**src/rtl/uart_pkg.sv**
```systemverilog
// Shared UART definitions: transmitter state encoding, word-length codes and the
// frame parity helper, kept here so the receiver can reuse them.
package uart_pkg;

   typedef logic [2:0] uart_tx_state_e;

   localparam uart_tx_state_e TX_IDLE   = 3'd0;
   localparam uart_tx_state_e TX_START  = 3'd1;
   localparam uart_tx_state_e TX_DATA   = 3'd2;
   localparam uart_tx_state_e TX_PARITY = 3'd3;
   localparam uart_tx_state_e TX_STOP   = 3'd4;

   localparam logic [1:0] WLEN_5 = 2'b00;
   localparam logic [1:0] WLEN_6 = 2'b01;
   localparam logic [1:0] WLEN_7 = 2'b10;
   localparam logic [1:0] WLEN_8 = 2'b11;

   function automatic logic [7:0] wlen_mask(input logic [1:0] wlen);
      logic [7:0] mask;
      case (wlen)
         WLEN_5:  mask = 8'h1F;
         WLEN_6:  mask = 8'h3F;
         WLEN_7:  mask = 8'h7F;
         WLEN_8:  mask = 8'hFF;
         default: mask = 8'hFF;
      endcase
      return mask;
   endfunction

   // Parity covers only the bits actually placed on the line.
   function automatic logic frame_parity(input logic [7:0] data,
                                         input logic [1:0] wlen,
                                         input logic       eps,
                                         input logic       sps);
      logic par;
      if (sps) begin
         par = ~eps;
      end else if (eps) begin
         par = ^(data & wlen_mask(wlen));
      end else begin
         par = ~(^(data & wlen_mask(wlen)));
      end
      return par;
   endfunction

endpackage

```
**src/rtl/uart_tx.sv**
```systemverilog
// UART transmitter: frames a byte as start, 5..8 data bits LSB first, optional
// parity and 1 or 2 stop bits, each bit lasting OVERSAMPLE baud ticks.
module uart_tx
   import uart_pkg::*;
#(
   parameter int OVERSAMPLE = 16
) (
   input  logic       clk_i,
   input  logic       rst_i,
   input  logic       baud_tick_i,
   input  logic       uart_tx_en_i,
   input  logic [1:0] cr_wlen_i,
   input  logic       cr_pen_i,
   input  logic       cr_eps_i,
   input  logic       cr_sps_i,
   input  logic       cr_stp2_i,
   input  logic       cr_brk_i,
   input  logic [7:0] tx_data_i,
   input  logic       tx_valid_i,
   output logic       tx_ready_o,
   output logic       uart_tx_o,
   output logic       tx_busy_o
);

   localparam int OS_W = $clog2(OVERSAMPLE);
   localparam logic [OS_W-1:0] OS_LAST = OS_W'(OVERSAMPLE - 1);
   localparam logic [OS_W-1:0] OS_ZERO = {OS_W{1'b0}};
   localparam logic [OS_W-1:0] OS_ONE  = {{(OS_W-1){1'b0}}, 1'b1};

   uart_tx_state_e  state_r;
   uart_tx_state_e  state_nxt_s;
   logic [OS_W-1:0] os_cnt_r;
   logic [OS_W-1:0] os_cnt_nxt_s;
   logic [2:0]      bit_cnt_r;
   logic [2:0]      bit_cnt_nxt_s;
   logic [7:0]      data_r;
   logic [1:0]      wlen_r;
   logic            pen_r;
   logic            eps_r;
   logic            sps_r;
   logic            stp2_r;
   logic            line_r;
   logic            line_nxt_s;
   logic            busy_r;
   logic            xfer_s;
   logic            bit_done_s;
   logic [2:0]      last_bit_s;

   assign tx_ready_o = ~rst_i & (state_r == TX_IDLE) & uart_tx_en_i;
   assign xfer_s     = tx_valid_i & tx_ready_o;
   assign bit_done_s = baud_tick_i & (os_cnt_r == OS_LAST);
   assign last_bit_s = {1'b1, wlen_r};
   assign uart_tx_o  = line_r;
   assign tx_busy_o  = busy_r;

   // Frame sequencing: state, per-bit oversample counter and data/stop bit counter
   always_comb begin
      state_nxt_s   = state_r;
      bit_cnt_nxt_s = bit_cnt_r;
      if (baud_tick_i) begin
         os_cnt_nxt_s = os_cnt_r + OS_ONE;
      end else begin
         os_cnt_nxt_s = os_cnt_r;
      end
      case (state_r)
         TX_IDLE: begin
            os_cnt_nxt_s  = OS_ZERO;
            bit_cnt_nxt_s = 3'd0;
            if (xfer_s) begin
               state_nxt_s = TX_START;
            end else begin
               state_nxt_s = TX_IDLE;
            end
         end
         TX_START: begin
            if (bit_done_s) begin
               state_nxt_s   = TX_DATA;
               os_cnt_nxt_s  = OS_ZERO;
               bit_cnt_nxt_s = 3'd0;
            end else begin
               state_nxt_s = TX_START;
            end
         end
         TX_DATA: begin
            if (bit_done_s) begin
               os_cnt_nxt_s = OS_ZERO;
               if (bit_cnt_r == last_bit_s) begin
                  bit_cnt_nxt_s = 3'd0;
                  if (pen_r) begin
                     state_nxt_s = TX_PARITY;
                  end else begin
                     state_nxt_s = TX_STOP;
                  end
               end else begin
                  bit_cnt_nxt_s = bit_cnt_r + 3'd1;
                  state_nxt_s   = TX_DATA;
               end
            end else begin
               state_nxt_s = TX_DATA;
            end
         end
         TX_PARITY: begin
            if (bit_done_s) begin
               state_nxt_s   = TX_STOP;
               os_cnt_nxt_s  = OS_ZERO;
               bit_cnt_nxt_s = 3'd0;
            end else begin
               state_nxt_s = TX_PARITY;
            end
         end
         TX_STOP: begin
            if (bit_done_s) begin
               os_cnt_nxt_s = OS_ZERO;
               // bit_cnt counts stop bits here; a second one only when stp2 is set
               if (stp2_r && (bit_cnt_r == 3'd0)) begin
                  bit_cnt_nxt_s = 3'd1;
                  state_nxt_s   = TX_STOP;
               end else begin
                  bit_cnt_nxt_s = 3'd0;
                  state_nxt_s   = TX_IDLE;
               end
            end else begin
               state_nxt_s = TX_STOP;
            end
         end
         default: begin
            state_nxt_s   = TX_IDLE;
            os_cnt_nxt_s  = OS_ZERO;
            bit_cnt_nxt_s = 3'd0;
         end
      endcase
   end

   // Line value for the cycle the FSM enters next; break overrides everything
   always_comb begin
      if (cr_brk_i) begin
         line_nxt_s = 1'b0;
      end else begin
         case (state_nxt_s)
            TX_IDLE:   line_nxt_s = 1'b1;
            TX_START:  line_nxt_s = 1'b0;
            TX_DATA:   line_nxt_s = data_r[bit_cnt_nxt_s];
            TX_PARITY: line_nxt_s = frame_parity(data_r, wlen_r, eps_r, sps_r);
            TX_STOP:   line_nxt_s = 1'b1;
            default:   line_nxt_s = 1'b1;
         endcase
      end
   end

   // FSM, counters and registered outputs
   always_ff @(posedge clk_i) begin
      if (rst_i) begin
         state_r   <= TX_IDLE;
         os_cnt_r  <= OS_ZERO;
         bit_cnt_r <= 3'd0;
         line_r    <= 1'b1;
         busy_r    <= 1'b0;
      end else begin
         state_r   <= state_nxt_s;
         os_cnt_r  <= os_cnt_nxt_s;
         bit_cnt_r <= bit_cnt_nxt_s;
         line_r    <= line_nxt_s;
         busy_r    <= (state_nxt_s != TX_IDLE);
      end
   end

   // Byte and framing fields captured on transfer, frozen for the whole frame
   always_ff @(posedge clk_i) begin
      if (rst_i) begin
         data_r <= 8'h00;
         wlen_r <= WLEN_8;
         pen_r  <= 1'b0;
         eps_r  <= 1'b0;
         sps_r  <= 1'b0;
         stp2_r <= 1'b0;
      end else if (xfer_s) begin
         data_r <= tx_data_i;
         wlen_r <= cr_wlen_i;
         pen_r  <= cr_pen_i;
         eps_r  <= cr_eps_i;
         sps_r  <= cr_sps_i;
         stp2_r <= cr_stp2_i;
      end else begin
         data_r <= data_r;
         wlen_r <= wlen_r;
         pen_r  <= pen_r;
         eps_r  <= eps_r;
         sps_r  <= sps_r;
         stp2_r <= stp2_r;
      end
   end

endmodule

```
**config.mk**
```make
export PLATFORM = sky130hd
export DESIGN_NAME = uart_tx
export DESIGN_NICKNAME = d
export VERILOG_FILES = /design/src/rtl/uart_pkg.sv /design/src/rtl/uart_tx.sv
export SDC_FILE = /design/constraint.sdc
export NUM_CORES = 1
export LEC_CHECK = 0
export CORE_UTILIZATION = 52
export DETAILED_ROUTE_END_ITERATION = 6
export HOLD_SLACK_MARGIN = 0.06
export PLACE_DENSITY_LB_ADDON = 0.08
export SYNTH_ARGS = -nofsm -noshare
export SYNTH_HDL_FRONTEND = slang
export SYNTH_SLANG_ARGS = --single-unit
```
**constraint.sdc**
```tcl
create_clock -name clk_i -period 2.9 [get_ports clk_i]
set_input_delay 0.29 -clock clk_i [delete_from_list [all_inputs] [get_ports clk_i]]
set_output_delay 0.29 -clock clk_i [all_outputs]
set_load 0.01 [all_outputs]
```
==> impl_metrics.sql <==
INSERT INTO impl_metrics (metric_group, metric, value, unit) VALUES
('pwr', 'static-leakage-power', '0.6462', 'nW'),
('yosys', 'synthesis.area_per_instance', '8.727', 'um^2'),
('final_layout', 'layout-drive-gt1-share', '0.07778', ''),
('critical_path', 'r2r_start', 'os_cnt_r[0]', ''),
('run', 'max_cap_viol_count', '0', ''),
('global_route', 'grt_use_total', '0.2147', ''),
('sta', 'grt_setup_unrepaired', 'no', ''),
('floorplan', 'start_util', '0.5516', ''),
('yosys', 'synth_ff_type', 'sky130_fd_sc_hd__dfxtp_1', ''),
('final_layout', 'finish.net_count', '204', ''),
('cts', 'clk_pin_slew', '130', 'ps'),
('sta', 'layout_min_cycle_time', '2284', 'ps'),
('final_layout', 'antennaDiodeCount', '0', ''),
('yosys', 'mappedNetlistArea', '1379', 'um^2'),
('detailed_routing', 'avgViaCountPerCell', '5.595', ''),
('cts', 'cts_buffers', '3', ''),
('yosys', 'largest_cells_by_area_after_synthesis', 'sky130_fd_sc_hd__dfxtp_1, sky130_fd_sc_hd__nand2_1, sky130_fd_sc_hd__o21ai_1', ''),
('critical_path', 'crit_path_max_fanout', '7', ''),
('critical_path', 'ff2ff_setup_slack', '620', 'ps'),
('detailed_routing', 'drt_first_iter_violations', '27', ''),
('detailed_routing', 'detailedRoute.firstPassIterationCount', '4', ''),
('sta', 'final_hold_viol_count', '0', ''),
('critical_path', 'crit_path_end_kind', 'flip-flop', ''),
('floorplan', 'die-height', '53.50', 'um'),
('critical_path', 'number_of_buffers_and_inverters_on_the_critical_path', '0', ''),
('sta', 'finalClockSkew', '2.108', 'ps'),
('place', 'dp.final_hpwl', '2083', 'um'),
('floorplan', 'floorplan.die_area', '2862', 'um^2'),
('min_path', 'holdPathStages', '2', ''),
('detailed_routing', 'route.antenna.remaining_nets', '0', ''),
('final_layout', 'area.growth.synth_to_final', '20.69', '%'),
('cts', 'post_cts.repair.setup_buffers', '0', ''),
('sta', 'timing.max_slew.rel_slack', '0.6031', ''),
('yosys', 'syn_nets', '181', ''),
('critical_path', 'worstSetupStartpointType', 'flip-flop', ''),
('cts', 'cts-resized-gates', '0', ''),
('cts', 'cts_tree', 'yes', ''),
('floorplan', 'chipWidth', '53.50', 'um'),
('critical_path', 'r2r_cells', '7', ''),
('floorplan', 'io_pins', '23', ''),
('min_path', 'worstHoldPathType', 'flip-flop to flip-flop', ''),
('global_route', 'total_global_routing_overflow', '0', ''),
('place', 'io_buffers', '22', ''),
('min_path', 'worst_hold_path.endpoint', 'stp2_r', ''),
('detailed_routing', 'wl_per_cell', '12.96', 'um'),
('status', 'run_status', 'finished clean', ''),
('global_route', 'grt_pass1_wl', '4347', 'um'),
('sta', 'final_setup_violation_count', '0', ''),
('global_route', 'grt_max_degree', '29', ''),
('cts', 'clk-insertion-delay-late', '310', 'ps'),
('yosys', 'number_of_flops_mapped_to_enable_cells_by_yosys', '0', ''),
('yosys', 'ys_warn_count', '0', ''),
('min_path', 'hold_path_startpoint', 'stp2_r', ''),
('pwr', 'vdd_ir_drop_max', '271.8', 'uV'),
('critical_path', 'critPathTopFamily', 'multiplexers', ''),
('yosys', 'synth_cell_type_count', '47', ''),
('place', 'gp_routability_congestion', '0.8527', ''),
('sta', 'finalMaxSlewViolations', '0', ''),
('sta', 'whs', '459.2', 'ps'),
('detailed_routing', 'route.detailed.drc', '0', ''),
('pwr', 'total_power', '0.6639', 'mW'),
('cts', 'cts-htree-levels', '1', ''),
('floorplan', 'rows', '18', ''),
('place', 'place_inst', '206', ''),
('critical_path', 'criticalPathCategory', 'flip-flop to flip-flop', ''),
('sta', 'fin_crit_sh', '0.7877', ''),
('critical_path', 'critical_path.slowest_cell', 'sky130_fd_sc_hd__mux4_2', ''),
('sta', 'tns', '0', 'ps'),
('yosys', 'instance_count_of_the_mapped_netlist', '158', ''),
('floorplan', 'area_of_the_core', '2500', 'um^2'),
('critical_path', 'worst_r2r_endpoint', 'uart_tx_o', '');
## cell usage after synthesis, drive strengths merged, types with 2 or more instances
library cell  number
clkbuf             4
and4               3
and3b              2
nand2             29
o21ai             16
a21oi              2
nand2b             3
ha                 3
nor2b              2
and3               2
a31oi              5
xnor2              7
mux2i              6
xor2               2
o31ai              2
or3                2
nor3               4
nand4              3
buf                2
dfxtp             26
nor2               9
and2               2
inv                6
## layout make-up
type                       instances  area (um^2)
sequential                        26        520.5
fill                             220        835.8
timing repair buffer              24        235.2
tap                               30        37.54
inverter                           6        22.52
clock buffer                       4        36.28
multi-input combinational        120        812.0
## per-layer routing
layer / vias up / routed length (um) / GRT usage
met5: - / 0 / 0
met4: 0 / 33 / 0.08333
met3: 4 / 100 / 0.03448
met2: 20 / 1384 / 0.3917
met1: 544 / 1203 / 0.2435
li1: 607 / - / -
## worst min-delay path, stage by stage (launching register included)
cell                      delay (ps)
sky130_fd_sc_hd__dfxtp_1         340
sky130_fd_sc_hd__nand2_1          50
sky130_fd_sc_hd__o21ai_1          50
## metrics by stage
step	util	cell area, um^2	setup WS (ps)
3_5_place_dp	0.6512	1628	321.9
3_3_place_gp	0.6512	1628	376.0
4_1_cts	0.6657	1664	612.6
2_1_floorplan	-	1379	842.3
5_1_grt	0.6657	1664	505.9
6_report	0.6657	1664	615.6
## power breakdown
group / leakage [nW] / total (mW) / internal [mW] / switching [mW]
logic: 0.413 / 0.104 / 0.0627 / 0.0411
registers: 0.212 / 0.383 / 0.370 / 0.0120
clock network: 0.0210 / 0.178 / 0.0767 / 0.101
## registers in the layout (all words and copies together) (netlist names)
name,count
stp2_r,1
state_r,3
bit_cnt_r,3
eps_r,1
tx_busy_o,1
os_cnt_r,4
wlen_r,2
sps_r,1
uart_tx_o,1
pen_r,1
data_r,8
## worst max path at each step
stage                 from        end  cells after the start
3_3_place_gp   baud_tick_i  uart_tx_o                      7
3_5_place_dp   baud_tick_i  uart_tx_o                      7
2_1_floorplan  os_cnt_r[0]  uart_tx_o                      7
6_report       os_cnt_r[0]  uart_tx_o                      7
4_1_cts        os_cnt_r[0]  uart_tx_o                      7
5_1_grt        os_cnt_r[0]  uart_tx_o                      7
## cell families after synthesis
kind of cell | share of synthesized area
buffers and inverters | 0.03356
adders and majority gates | 0.02723
muxes | 0.06806
xor gates and xnor gates | 0.07350
and+or+nand+nor | 0.2477
AOI/OAI and AO/OA | 0.1724
DFF | 0.3775
## layout by cell type (no fill, tap or decap), types with 2 or more instances in the layout
| cell | count |
|---|---|
| sky130_fd_sc_hd__dfxtp_1 | 26 |
| sky130_fd_sc_hd__xnor2_1 | 7 |
| sky130_fd_sc_hd__nand2_1 | 29 |
| sky130_fd_sc_hd__a21oi_1 | 2 |
| sky130_fd_sc_hd__mux2i_1 | 6 |
| sky130_fd_sc_hd__clkdlybuf4s50_1 | 22 |
| sky130_fd_sc_hd__o21ai_0 | 3 |
| sky130_fd_sc_hd__nand4_1 | 2 |
| sky130_fd_sc_hd__ha_1 | 3 |
| sky130_fd_sc_hd__o21ai_1 | 13 |
| sky130_fd_sc_hd__and3b_1 | 2 |
| sky130_fd_sc_hd__xor2_1 | 2 |
| sky130_fd_sc_hd__a31oi_1 | 4 |
| sky130_fd_sc_hd__nand2b_1 | 3 |
| sky130_fd_sc_hd__inv_1 | 6 |
| sky130_fd_sc_hd__nor2b_1 | 2 |
| sky130_fd_sc_hd__buf_4 | 2 |
| sky130_fd_sc_hd__clkbuf_4 | 3 |
| sky130_fd_sc_hd__and3_1 | 2 |
| sky130_fd_sc_hd__and4_1 | 2 |
| sky130_fd_sc_hd__nor3_1 | 3 |
| sky130_fd_sc_hd__and2_1 | 2 |
| sky130_fd_sc_hd__nor2_1 | 9 |
Note: power is estimated with default switching activity, not from simulation.
